<file path="src/rtl/factorial_inverse_seq_if.sv">
// Request/result bus of the sequential inverse-factorial block:
// start/value in, busy/done handshake and the decoded result out.
interface factorial_inverse_seq_if #(
    parameter int W  = 16,
    parameter int NW = 4
);
    logic          start;
    logic [W-1:0]  value;
    logic          busy;
    logic          done;
    logic [NW-1:0] n_out;
    logic          exact;
    logic          invalid;

    modport master (
        output start, value,
        input  busy, done, n_out, exact, invalid
    );

    modport slave (
        input  start, value,
        output busy, done, n_out, exact, invalid
    );
endinterface

</file>
<file path="src/rtl/factorial_inverse_seq.sv">
// Finds the largest n with n! <= V by building n! one multiply per clock,
// then reports n, whether V is exactly n!, and whether V was zero.
module factorial_inverse_seq #(
    parameter int W  = 16,
    parameter int NW = 4
) (
    input  logic                   clk,
    input  logic                   rst_n,
    factorial_inverse_seq_if.slave bus
);
    typedef enum logic {IDLE, RUN} state_t;

    localparam logic [NW-1:0] K_MAX = '1;

    state_t          state_reg, state_next;
    logic [W-1:0]    v_reg, v_next;
    logic [W-1:0]    acc_reg, acc_next;
    logic [NW-1:0]   k_reg, k_next;
    logic [NW-1:0]   n_reg, n_next;
    logic            exact_reg, exact_next;
    logic            invalid_reg, invalid_next;
    logic            done_reg, done_next;
    logic [NW-1:0]   k_inc;
    logic [W+NW-1:0] prod;

    // Full-width product so an overshoot past V can never wrap back below it.
    assign k_inc = k_reg + NW'(1);
    assign prod  = (W+NW)'(acc_reg) * (W+NW)'(k_inc);

    always_ff @(posedge clk) begin
        if (!rst_n) begin
            state_reg   <= IDLE;
            v_reg       <= '0;
            acc_reg     <= W'(1);
            k_reg       <= '0;
            n_reg       <= '0;
            exact_reg   <= 1'b0;
            invalid_reg <= 1'b0;
            done_reg    <= 1'b0;
        end else begin
            state_reg   <= state_next;
            v_reg       <= v_next;
            acc_reg     <= acc_next;
            k_reg       <= k_next;
            n_reg       <= n_next;
            exact_reg   <= exact_next;
            invalid_reg <= invalid_next;
            done_reg    <= done_next;
        end
    end

    always_comb begin
        state_next   = state_reg;
        v_next       = v_reg;
        acc_next     = acc_reg;
        k_next       = k_reg;
        n_next       = n_reg;
        exact_next   = exact_reg;
        invalid_next = invalid_reg;
        done_next    = 1'b0;
        case (state_reg)
            IDLE: begin
                if (bus.start) begin
                    v_next     = bus.value;
                    acc_next   = W'(1);
                    k_next     = '0;
                    state_next = RUN;
                end
            end
            RUN: begin
                // acc holds k!; advance while (k+1)! still fits under V.
                if (prod <= (W+NW)'(v_reg) && k_reg != K_MAX) begin
                    acc_next = prod[W-1:0];
                    k_next   = k_inc;
                end else begin
                    n_next       = k_reg;
                    exact_next   = (acc_reg == v_reg);
                    invalid_next = (v_reg == '0);
                    done_next    = 1'b1;
                    state_next   = IDLE;
                end
            end
            default: state_next = IDLE;
        endcase
    end

    assign bus.busy    = (state_reg == RUN);
    assign bus.done    = done_reg;
    assign bus.n_out   = n_reg;
    assign bus.exact   = exact_reg;
    assign bus.invalid = invalid_reg;
endmodule

</file>
<file path="src/flat_wrapper.sv">
// flat-port wrapper written by rule: the top's interface ports become plain ports
module factorial_inverse_seq_flat 
#(
    parameter int W  = 16,
    parameter int NW = 4
)
  (clk, rst_n, bus_start, bus_value, bus_busy, bus_done, bus_n_out, bus_exact, bus_invalid);
  factorial_inverse_seq_if #(.W(W), .NW(NW)) bus_i ();
  input  logic clk;
  input  logic rst_n;
  input wire logic [$bits(bus_i.start)-1:0] bus_start;
  input wire logic [$bits(bus_i.value)-1:0] bus_value;
  output wire logic [$bits(bus_i.busy)-1:0] bus_busy;
  output wire logic [$bits(bus_i.done)-1:0] bus_done;
  output wire logic [$bits(bus_i.n_out)-1:0] bus_n_out;
  output wire logic [$bits(bus_i.exact)-1:0] bus_exact;
  output wire logic [$bits(bus_i.invalid)-1:0] bus_invalid;
  assign bus_i.start = bus_start;
  assign bus_i.value = bus_value;
  assign bus_busy = bus_i.busy;
  assign bus_done = bus_i.done;
  assign bus_n_out = bus_i.n_out;
  assign bus_exact = bus_i.exact;
  assign bus_invalid = bus_i.invalid;
  factorial_inverse_seq #(.W(W), .NW(NW)) u_core (.clk(clk), .rst_n(rst_n), .bus(bus_i));
endmodule
</file>
<file path="config.mk">
export PLATFORM = sky130hd
export DESIGN_NAME = factorial_inverse_seq_flat
export DESIGN_NICKNAME = d
export VERILOG_FILES = /design/src/rtl/factorial_inverse_seq_if.sv /design/src/rtl/factorial_inverse_seq.sv /design/src/flat_wrapper.sv
export SDC_FILE = /design/constraint.sdc
export NUM_CORES = 1
export LEC_CHECK = 0
export ABC_AREA = 1
export CORE_MARGIN = 1.5
export CORE_UTILIZATION = 45
export DETAILED_ROUTE_END_ITERATION = 8
export HOLD_SLACK_MARGIN = 0.15
export PLACE_DENSITY = 0.61
export SYNTH_ARGS = -nofsm -noshare
export SYNTH_HDL_FRONTEND = slang
export SYNTH_SLANG_ARGS = --single-unit
</file>
<file path="constraint.sdc">
create_clock -name clk -period 7.6 [get_ports clk]
set_input_delay 1.52 -clock clk [delete_from_list [all_inputs] [get_ports clk]]
set_output_delay 1.52 -clock clk [all_outputs]
set_load 0.02 [all_outputs]
</file>
==> results of run 1 <==
-- logic make-up after synthesis --
group           synth area share (%)
buf+inv                        13.79
fa+ha+maj                      24.10
xor+xnor                       4.523
flops                          19.78
simple gates                   28.43
compound gates                 9.382
-- worst min-delay path: cells and delay by family, from the launching register on --
family / cells / cell delay (ns)
DFF: 1 / 0.33
and+or+nand+nor: 2 / 0.12
-- per-stage QoR --
stage / worst slack, ns / power [mW] / cells / area [um2]
6_report: 1.421 / 0.4953 / 814 / 4870
5_1_grt: 0.8298 / 0.5232 / 814 / 4870
4_1_cts: 1.504 / 0.4996 / 814 / 4870
3_5_place_dp: 1.561 / 0.3605 / 807 / 4792
3_3_place_gp: 1.651 / 0.3582 / 807 / 4792
2_1_floorplan: 2.626 / 0.3273 / 667 / 4454
-- layout by cell type, fill, tap and decap left out --
cell type,synthesis,routed
nand2_2,3,3
a211oi_1,1,1
clkbuf_1,16,1
dfxtp_1,44,44
xnor2_1,8,8
and3_1,1,1
xor2_1,15,15
a21oi_2,1,1
buf_4,0,4
inv_1,127,127
clkbuf_8,0,5
nand3_2,1,1
fa_1,28,28
o21ai_0,21,21
nand3b_1,2,2
a31oi_1,3,3
nand4_1,25,25
nor4_1,5,5
clkdlybuf4s50_1,0,26
nor2_1,67,67
clkinv_2,0,1
inv_2,4,4
clkinv_1,1,1
nand3_1,34,34
a21oi_1,51,51
nor2_2,2,2
nor3_1,5,5
or2_1,1,1
o21bai_1,1,1
nand2_1,150,150
ha_1,41,41
a21o_1,2,2
-- final cells by class --
type | instances | share of cell area, %
Inverter | 132 | 10.17
Timing Repair Buffer | 30 | 5.961
Sequential cell | 44 | 18.09
Clock inverter | 1 | 0.1028
Clock buffer | 6 | 1.490
Tap cell | 133 | 3.417
Multi-Input combinational cell | 468 | 60.77
-- layer usage --
metal | track usage [%] | vias to the layer above
met1 | 32.90 | 1946
met2 | 40.09 | 120
met5 | 0 | -
met4 | 6.322 | 0
li1 | - | 2111
met3 | 3.186 | 14
-- synthesized netlist by cell type (2+ instances only) --
cell type	count	share of area, %
nor3_1	5	0.56
nand3b_1	2	0.34
nor2_2	2	0.28
nor4_1	5	0.70
dfxtp_1	44	20
nand3_1	34	3.8
a21oi_1	51	5.7
xnor2_1	8	1.6
nand2_1	150	13
buf_2	2	0.22
inv_1	127	11
nor2_1	67	5.6
nand2_2	3	0.42
a21o_1	2	0.34
ha_1	41	12
buf_6	4	1.0
inv_2	4	0.34
clkbuf_1	16	1.3
a31oi_1	3	0.42
o21ai_0	21	2.4
xor2_1	15	2.9
nand4_1	25	3.5
fa_1	28	13
-- how the worst max path moves through the flow --
stage	startpoint	to	slack [ns]	cells after the start
2_1_floorplan	u_core.k_reg[0]	u_core.bus.n_out[1]	2.63	31
3_3_place_gp	u_core.k_reg[0]	u_core.acc_reg[0]	1.65	26
3_5_place_dp	u_core.k_reg[0]	u_core.acc_reg[0]	1.56	26
4_1_cts	u_core.k_reg[0]	u_core.acc_reg[0]	1.50	26
5_1_grt	u_core.k_reg[0]	u_core.k_reg[0]	0.83	27
6_report	u_core.k_reg[0]	u_core.acc_reg[3]	1.42	26
-- power groups by stage --
stage | sequential [mW] | clock [mW] | combinational (mW)
2_1_floorplan | 0.256 | 0 | 0.0712
3_3_place_gp | 0.258 | 0 | 0.100
3_5_place_dp | 0.259 | 0 | 0.102
4_1_cts | 0.253 | 0.144 | 0.102
5_1_grt | 0.255 | 0.152 | 0.117
6_report | 0.253 | 0.140 | 0.102
==> run summary, run 1 <==
Status -> finished, final reports clean
Total gr overflow -> 0
Clock network fraction of design power -> 28.2%
Worst clock skew -> 0.009259 ns
Gate power share -> 20.7%
Synth Flop Type -> dfxtp_1
Post-layout util -> 50.28%
Peak supply drop -> 0.1370 mV
Largest net degree at the start of global routing -> 32
# rows -> 36
DR vias/cell -> 5.149
Die W -> 102.5 um
CP Data Arrival Time -> 6.34 ns
Worst Path Buf+Inv -> 4
Reg area -> 880.8 um2
Hold path start -> u_core.bus.n_out[1]
Crit end category -> flip-flop
# clock sinks -> 44
Post_cts resized -> 0
DR iter-0 viols -> 187
Slew margin rel. -> 44.68%
Total GRT Usage -> 24.02%
Max-cap violations -> 0
First-pass GRT wire length -> 19,640 um
CP required -> 7.76 ns
Top routing layer in use -> met4
Inserted Diodes -> 0
Layout area overhead -> 9.326%
Initial Util -> 45.99%
ANT nets after route -> 0
Number of synthesized flops with an enable pin -> 0
Post-synthesis sequential area ratio -> 19.78%
I/O Pins -> 27
Synth Instances -> 667
Clock period minus worst slack -> 6.179 ns
Residual DRC count -> 0
Vias in the first global route -> 4,088
GPL Wtd Cong -> 0.8602
IO buf count -> 26
Worst path max stage delay -> 0.60 ns
Slowest-stage cell, CP -> nand3_1
Die Area -> 0.01050 mm2
NumNets Final -> 769
Mapped Nets -> 755
Critical path fanouts, max -> 22
Layout cells sized above 1 -> 3.084%
Setup-failing EPs final -> 0
Reg2Reg Setup Slack -> 1.42 ns
Internal cell power -> 0.3418 mW
Hold Crit Endpoint -> u_core.bus.n_out[1]
Final WL -> 11,520 um
Synth warnings -> 0
H-tree levels -> 2
R2R Path End -> u_core.acc_reg[3]
Hold violation count in the final report -> 0
Setup TNS Final -> 0 ns
Delay-heaviest family, CP -> simple AND/OR/NAND/NOR gates
FF-to-FF path depth -> 26
Root Buffer -> clkbuf_8
Floorplan Core Area -> 0.009684 mm2
CP Launch Type -> flip-flop
Post-Route M1 WL -> 5404 um
RSZ-0062 raised after global routing -> no
Tcrit/Tclk final -> 81.30%
Leakage -> 2.549 nW
Metal2 WL -> 5280 um
Met3 Routed Length -> 653 um
Hold WC Path Type -> flip-flop to flip-flop
Sw Pwr -> 0.1535 mW
Hold_buf cts -> 0
Post-CTS setup buffer count -> 0
CTS buffer count -> 5
# fillers -> 1,013
Wire length per cell after detailed routing -> 14.15 um
Cell Area, Synth -> 0.004454 mm2
Crit path kind -> flip-flop to flip-flop
Initial antenna violation count -> 0
Clk Latency, worst-skew pair -> 0.30 ns
Mapped Avg Cell Area -> 6.678 um2
Synth cell types -> 31
Vias -> 4,191
Fin. max-slew vios -> 0
Yosys reg bits -> 44
Pin slew with the least headroom to its limit -> 0.8275 ns
R2R Path Start -> u_core.k_reg[0]
Clk slew on worst S/H paths -> 0.08 ns
Max Fclk -> 161.9 MHz
Sw Share -> 31.00%
Register share of total power -> 51.1%
HPWL after DPL -> 9419 um
WHS -> 0.4827 ns
PD cells -> 101.7 mW/mm2
Hold depth -> 2
Die H -> 102.5 um
TritonCTS clock tree -> yes
TritonRoute pass-1 iters -> 5
Asr flop ratio synth -> 0%
Max Buffers Root-to-Sink -> 2
Multi-input logic area -> 0.002959 mm2
Power figures use the tool's default switching activity.
==> run 2, diff against run 1 <==
Settings changed: PLACE_DENSITY 0.61 to 0.64.
Clock period 7.6 ns to 5.5 ns, I/O delays scaled along.
==> run 2 against run 1 <==
Compared with the run above:
- first-iteration DRC count decreased by 8.6%
- critical endpoint is now u_core.bus.n_out[0]
- total power increased by 43%
- die area unchanged
- utilization increased by 2.0 points
- routed wire length is the same
- global-route usage fell by 0.60 points
- fmax increased by 19%
- highest routed layer unchanged
- hold slack about the same
- clock-buffer cell count rose by 2
- clock skew down 0.0010 ns
==> run summary, run 2 (synthesized netlist as in run 1, its figures left out) <==
Status -> finished, final reports clean
Crit end category -> flip-flop
CTS buffer count -> 5
Leakage -> 2.634 nW
R2R Path Start -> u_core.k_reg[1]
Setup TNS Final -> 0 ns
Post-Route M1 WL -> 5113 um
Layout area overhead -> 13.65%
CP Data Arrival Time -> 5.44 ns
Critical path fanouts, max -> 6
Layout cells sized above 1 -> 6.792%
CP Launch Type -> flip-flop
Wire length per cell after detailed routing -> 13.96 um
DR iter-0 viols -> 171
Worst path depth -> 27
ANT nets after route -> 0
Slew margin rel. -> 38.25%
Worst setup startpoint -> u_core.k_reg[1]
Met3 Routed Length -> 504 um
# rows -> 36
H-tree levels -> 2
Commonest non-fill, non-tap cell in the layout -> nand2_1
I/O Pins -> 27
Most frequent cells in the layout -> nand2_1, inv_1, nor2_1, a21oi_1, dfxtp_1
Fin. max-slew vios -> 0
PD cells -> 139.6 mW/mm2
Delay-heaviest family, CP -> adder cells
Die H -> 102.5 um
Residual DRC count -> 0
Root Buffer -> clkbuf_8
Slowest-stage cell, CP -> fa_1
Peak supply drop -> 0.1581 mV
IO buf count -> 26
Max-cap violations -> 0
TritonCTS clock tree -> yes
NumNets Final -> 779
Total gr overflow -> 0
CP required -> 5.74 ns
Total GRT Usage -> 23.42%
Finished Layout Cells -> 825
Metal2 WL -> 5608 um
Vias -> 4,230
Setup-failing EPs final -> 0
First-pass GRT wire length -> 19,220 um
FF-to-FF path depth -> 27
Floorplan Core Area -> 0.009684 mm2
# clock sinks -> 44
Hold WC Path Type -> flip-flop to flip-flop
Worst Path Buf+Inv -> 3
Hold path start -> u_core.bus.exact
Tcrit/Tclk final -> 94.68%
DR vias/cell -> 5.127
Largest net degree at the start of global routing -> 53
CP most frequent cell -> nand2_1
Hold depth -> 2
Vias in the first global route -> 4,087
Top routing layer in use -> met4
Inserted Diodes -> 0
Die Area -> 0.01050 mm2
Max Buffers Root-to-Sink -> 2
Clk Latency, worst-skew pair -> 0.30 ns
TritonRoute pass-1 iters -> 5
Initial Util -> 45.99%
Hold violation count in the final report -> 0
Clk slew on worst S/H paths -> 0.08 ns
DP Cell Count -> 813
Die W -> 102.5 um
Final WL -> 11,520 um
Worst path max stage delay -> 0.54 ns
Clock period minus worst slack -> 5.207 ns
HPWL after DPL -> 9266 um
Crit path kind -> flip-flop to flip-flop
Pin slew with the least headroom to its limit -> 0.9250 ns
Max Fclk -> 192.0 MHz
Initial antenna violation count -> 0
Worst clock skew -> 0.008227 ns
GPL Wtd Cong -> 0.9148
## run 2: cell types whose count changed in the layout (fill, tap and decap cells not counted), moves of 3 or more
cell     previous run  this run
buf_4               4        13
xnor2_1             8         4
xnor2_2             0         4
xor2_1             15        11
xor2_2              0         3
## run 2: layer usage
metal  up-vias  GRT usage (%)
met1      1975          29.73
met3        22          2.983
li1       2130              -
met4         0          7.798
met5         -              0
met2       103          41.21
## run 2: metrics by stage
| step | hold WS, ns | utilization (%) | setup WS, ns | instance area [um2] | total power, mW |
|---|---|---|---|---|---|
| 2_1_floorplan | 0.4729 | - | 0.5261 | 4454 | 0.4523 |
| 3_3_place_gp | 0.4664 | 49.95 | 0.1185 | 4837 | 0.4979 |
| 3_5_place_dp | 0.4743 | 49.95 | 0.1425 | 4837 | 0.5017 |
| 4_1_cts | 0.4930 | 50.88 | 0.1008 | 4927 | 0.7087 |
| 5_1_grt | 0.5147 | 52.27 | -0.002605 | 5062 | 0.7463 |
| 6_report | 0.4825 | 52.27 | 0.2926 | 5062 | 0.7069 |
## run 2: final timing paths
check                           slack, ns                  end
worst min register to register       0.48     u_core.bus.exact
worst max register to register       0.29  u_core.bus.n_out[0]
worst min-delay path                 0.48     u_core.bus.exact
worst max-delay path                 0.29  u_core.bus.n_out[0]
## run 2: timing repair
action,CTS,global route
resized for setup,0,20
endpoints found under the hold margin,0,0
hold buffers,0,0
setup endpoints to repair,0,28
buffers inserted,0,3
## run 2: where the power goes
part / internal [mW] / total [mW] / switching (mW) / leakage, nW
logic: 0.0587 / 0.144 / 0.0853 / 2.23
registers: 0.334 / 0.354 / 0.0204 / 0.360
clock network: 0.102 / 0.209 / 0.106 / 0.0455
total: 0.495 / 0.707 / 0.212 / 2.63
## run 2: final cells by class
class	count	area, um2
multi-input cells	468	3059
flip-flops and latches	44	883.3
well taps	133	166.4
clock buffers	8	90.09
repair buffers	39	357.8
inverters	132	498.0
fillers	957	4622
repair inverters	1	7.507
## run 2: worst reg2reg max path: cells and delay by family (launching register included)
| kind | cells | cell delay (ns) |
|---|---|---|
| flops | 1 | 0.45 |
| simple gates | 15 | 1.46 |
| compound gates | 3 | 0.58 |
| buf+inv | 3 | 0.40 |
| fa+ha+maj | 4 | 1.83 |
| xor+xnor | 2 | 0.42 |
==> run 3, diff against run 2 <==
Settings changed: CELL_PAD_IN_SITES_DETAIL_PLACEMENT set to 0, CELL_PAD_IN_SITES_GLOBAL_PLACEMENT set to 1, CORE_UTILIZATION 45 to 40, CTS_CLUSTER_DIAMETER set to 120, PLACE_DENSITY 0.64 to 0.76.
==> run 3 against run 2 <==
Compared with the run above:
- fmax increased by 0.49%
- first-iteration DRC count increased by 39%
- setup slack improved by 0.025 ns
- sequential cell count unchanged
- total power decreased by 1.4%
- highest routed layer unchanged
- routed wire length increased by 1.7%
- largest cell class unchanged
- sequential share of layout area increased by 0.28 points
- final cell count increased by 0.24%
==> run summary, run 3 (synthesized netlist as in run 1, its figures left out) <==
H-tree levels -> 2
Root Buffer -> clkbuf_8
Max Fclk -> 193.0 MHz
Critical path fanouts, max -> 22
Sw Pwr -> 0.2215 mW
I/O Pins -> 27
DR iter-0 viols -> 237
Sw Share -> 31.77%
Post-CTS setup buffer count -> 0
Pin slew with the least headroom to its limit -> 0.9387 ns
First-pass GRT wire length -> 19,510 um
GPL Wtd Cong -> 0.8704
Floorplan Core Area -> 0.01084 mm2
Hold_buf cts -> 0
Final WL -> 11,710 um
Worst clock skew -> 0.01289 ns
Layout area overhead -> 11.83%
Initial antenna violation count -> 0
Tcrit/Tclk final -> 94.22%
Vias in the first global route -> 4,063
Max Buffers Root-to-Sink -> 2
# fillers -> 1,135
Register share of total power -> 50.5%
Residual DRC count -> 0
Crit path kind -> flip-flop to flip-flop
Area after DPL -> 0.004846 mm2
Die W -> 108.5 um
Clk slew on worst S/H paths -> 0.09 ns
Inserted Diodes -> 0
Peak supply drop -> 0.1865 mV
# rows -> 38
Gate power share -> 20.6%
NumNets Final -> 775
Most frequent cells in the layout -> nand2_1, inv_1, nor2_1, a21oi_1, dfxtp_1
Layout cells sized above 1 -> 5.677%
TritonCTS clock tree -> yes
Clk Latency, worst-skew pair -> 0.31 ns
Slew margin rel. -> 37.33%
Status -> finished, final reports clean
Largest net degree at the start of global routing -> 53
Initial Util -> 41.09%
Internal cell power -> 0.4757 mW
CP Launch Type -> flip-flop
PD cells -> 140.0 mW/mm2
TritonRoute pass-1 iters -> 6
Hold WC Path Type -> flip-flop to flip-flop
IO buf count -> 26
Fin. max-slew vios -> 0
DR vias/cell -> 5.037
Total GRT Usage -> 21.30%
Commonest non-fill, non-tap cell in the layout -> nand2_1
Leakage -> 2.618 nW
Finished Layout Cells -> 827
CTS buffer count -> 5
WHS -> 0.4712 ns
ANT nets after route -> 0
Die Area -> 0.01178 mm2
Total gr overflow -> 0
Setup-failing EPs final -> 0
Clock network fraction of design power -> 28.9%
Hold violation count in the final report -> 0
Die H -> 108.5 um
DP Cell Count -> 820
Crit end category -> flip-flop
# clock sinks -> 44
Max-cap violations -> 0
Total power -> 0.6971 mW
HPWL after DPL -> 9717 um
Design area -> 0.004981 mm2
CP required -> 5.67 ns
CP Data Arrival Time -> 5.35 ns
Vias -> 4,166
Wire length per cell after detailed routing -> 14.16 um
Clock period minus worst slack -> 5.182 ns
run 3: worst max-delay path, cell delays in order (launching register included):
cell and delay (ns):
dfxtp_1 0.40, ha_1 0.21, xor2_1 0.23, buf_4 0.18, nand2_1 0.07, fa_1 0.51
inv_1 0.06, fa_1 0.52, fa_1 0.49, nand2_1 0.08, nand2_1 0.10, nand3_1 0.10
nand2_1 0.12, a31oi_2 0.22, xnor2_2 0.19, ha_1 0.29, nand2_1 0.08, nor2_1 0.05
a211oi_1 0.24, nand2_1 0.09, nand2_1 0.07, nand2_1 0.08, nor2_4 0.14, nand3_1 0.08
buf_4 0.25, nand3_1 0.10, a21oi_1 0.07
run 3: timing repair:
item,4_1_cts,5_1_grt
hold endpoints to repair,0,0
endpoints found under the setup margin,0,28
gates resized for setup,0,12
run 3: path summary, 6_finish.rpt:
check / startpoint / to / slack (ns) / cells after the start
worst max register to register: u_core.k_reg[1] / u_core.acc_reg[7] / 0.32 / 26
worst max-delay path: u_core.k_reg[1] / u_core.acc_reg[7] / 0.32 / 26
worst min-delay path: u_core.k_reg[0] / u_core.k_reg[0] / 0.47 / 1
worst min register to register: u_core.k_reg[0] / u_core.k_reg[0] / 0.47 / 1
run 3: per-layer routing:
| layer | global-route usage, % | share of wire [%] | vias up |
|---|---|---|---|
| li1 | - | - | 2127 |
| met1 | 28.85 | 48 | 1948 |
| met4 | 5.169 | 1.5 | 0 |
| met5 | 0 | 0 | - |
| met3 | 2.049 | 3.4 | 15 |
| met2 | 36.34 | 47 | 76 |
run 3: power by group through the flow:
| stage | sequential [mW] | combinational, mW | clock, mW |
|---|---|---|---|
| after global routing | 0.355 | 0.164 | 0.217 |
| after CTS | 0.352 | 0.145 | 0.207 |
| final | 0.352 | 0.144 | 0.201 |
| after detailed placement | 0.360 | 0.144 | 0 |
| after global placement | 0.359 | 0.144 | 0 |
| after floorplan | 0.354 | 0.0984 | 0 |
run 3: area by class of cell:
type / instances / area [um2] / share of cell area [%]
Clock buffer: 5 / 68.82 / 1.382
Sequential cell: 44 / 883.3 / 17.73
Timing Repair Buffer: 36 / 335.3 / 6.732
Multi-Input combinational cell: 468 / 3010 / 60.44
Inverter: 132 / 495.5 / 9.947
Tap cell: 140 / 175.2 / 3.517
Clock inverter: 2 / 12.51 / 0.2512
run 3: per-stage QoR:
step / TNS, ns / worst slack [ns] / util [%]
6_report: 0 / 0.3180 / 45.95
5_1_grt: -0.1239 / -0.03065 / 45.95
4_1_cts: 0 / 0.05075 / 45.45
3_5_place_dp: 0 / 0.09555 / 44.70
3_3_place_gp: 0 / 0.1818 / 44.70
2_1_floorplan: 0 / 0.5261 / -
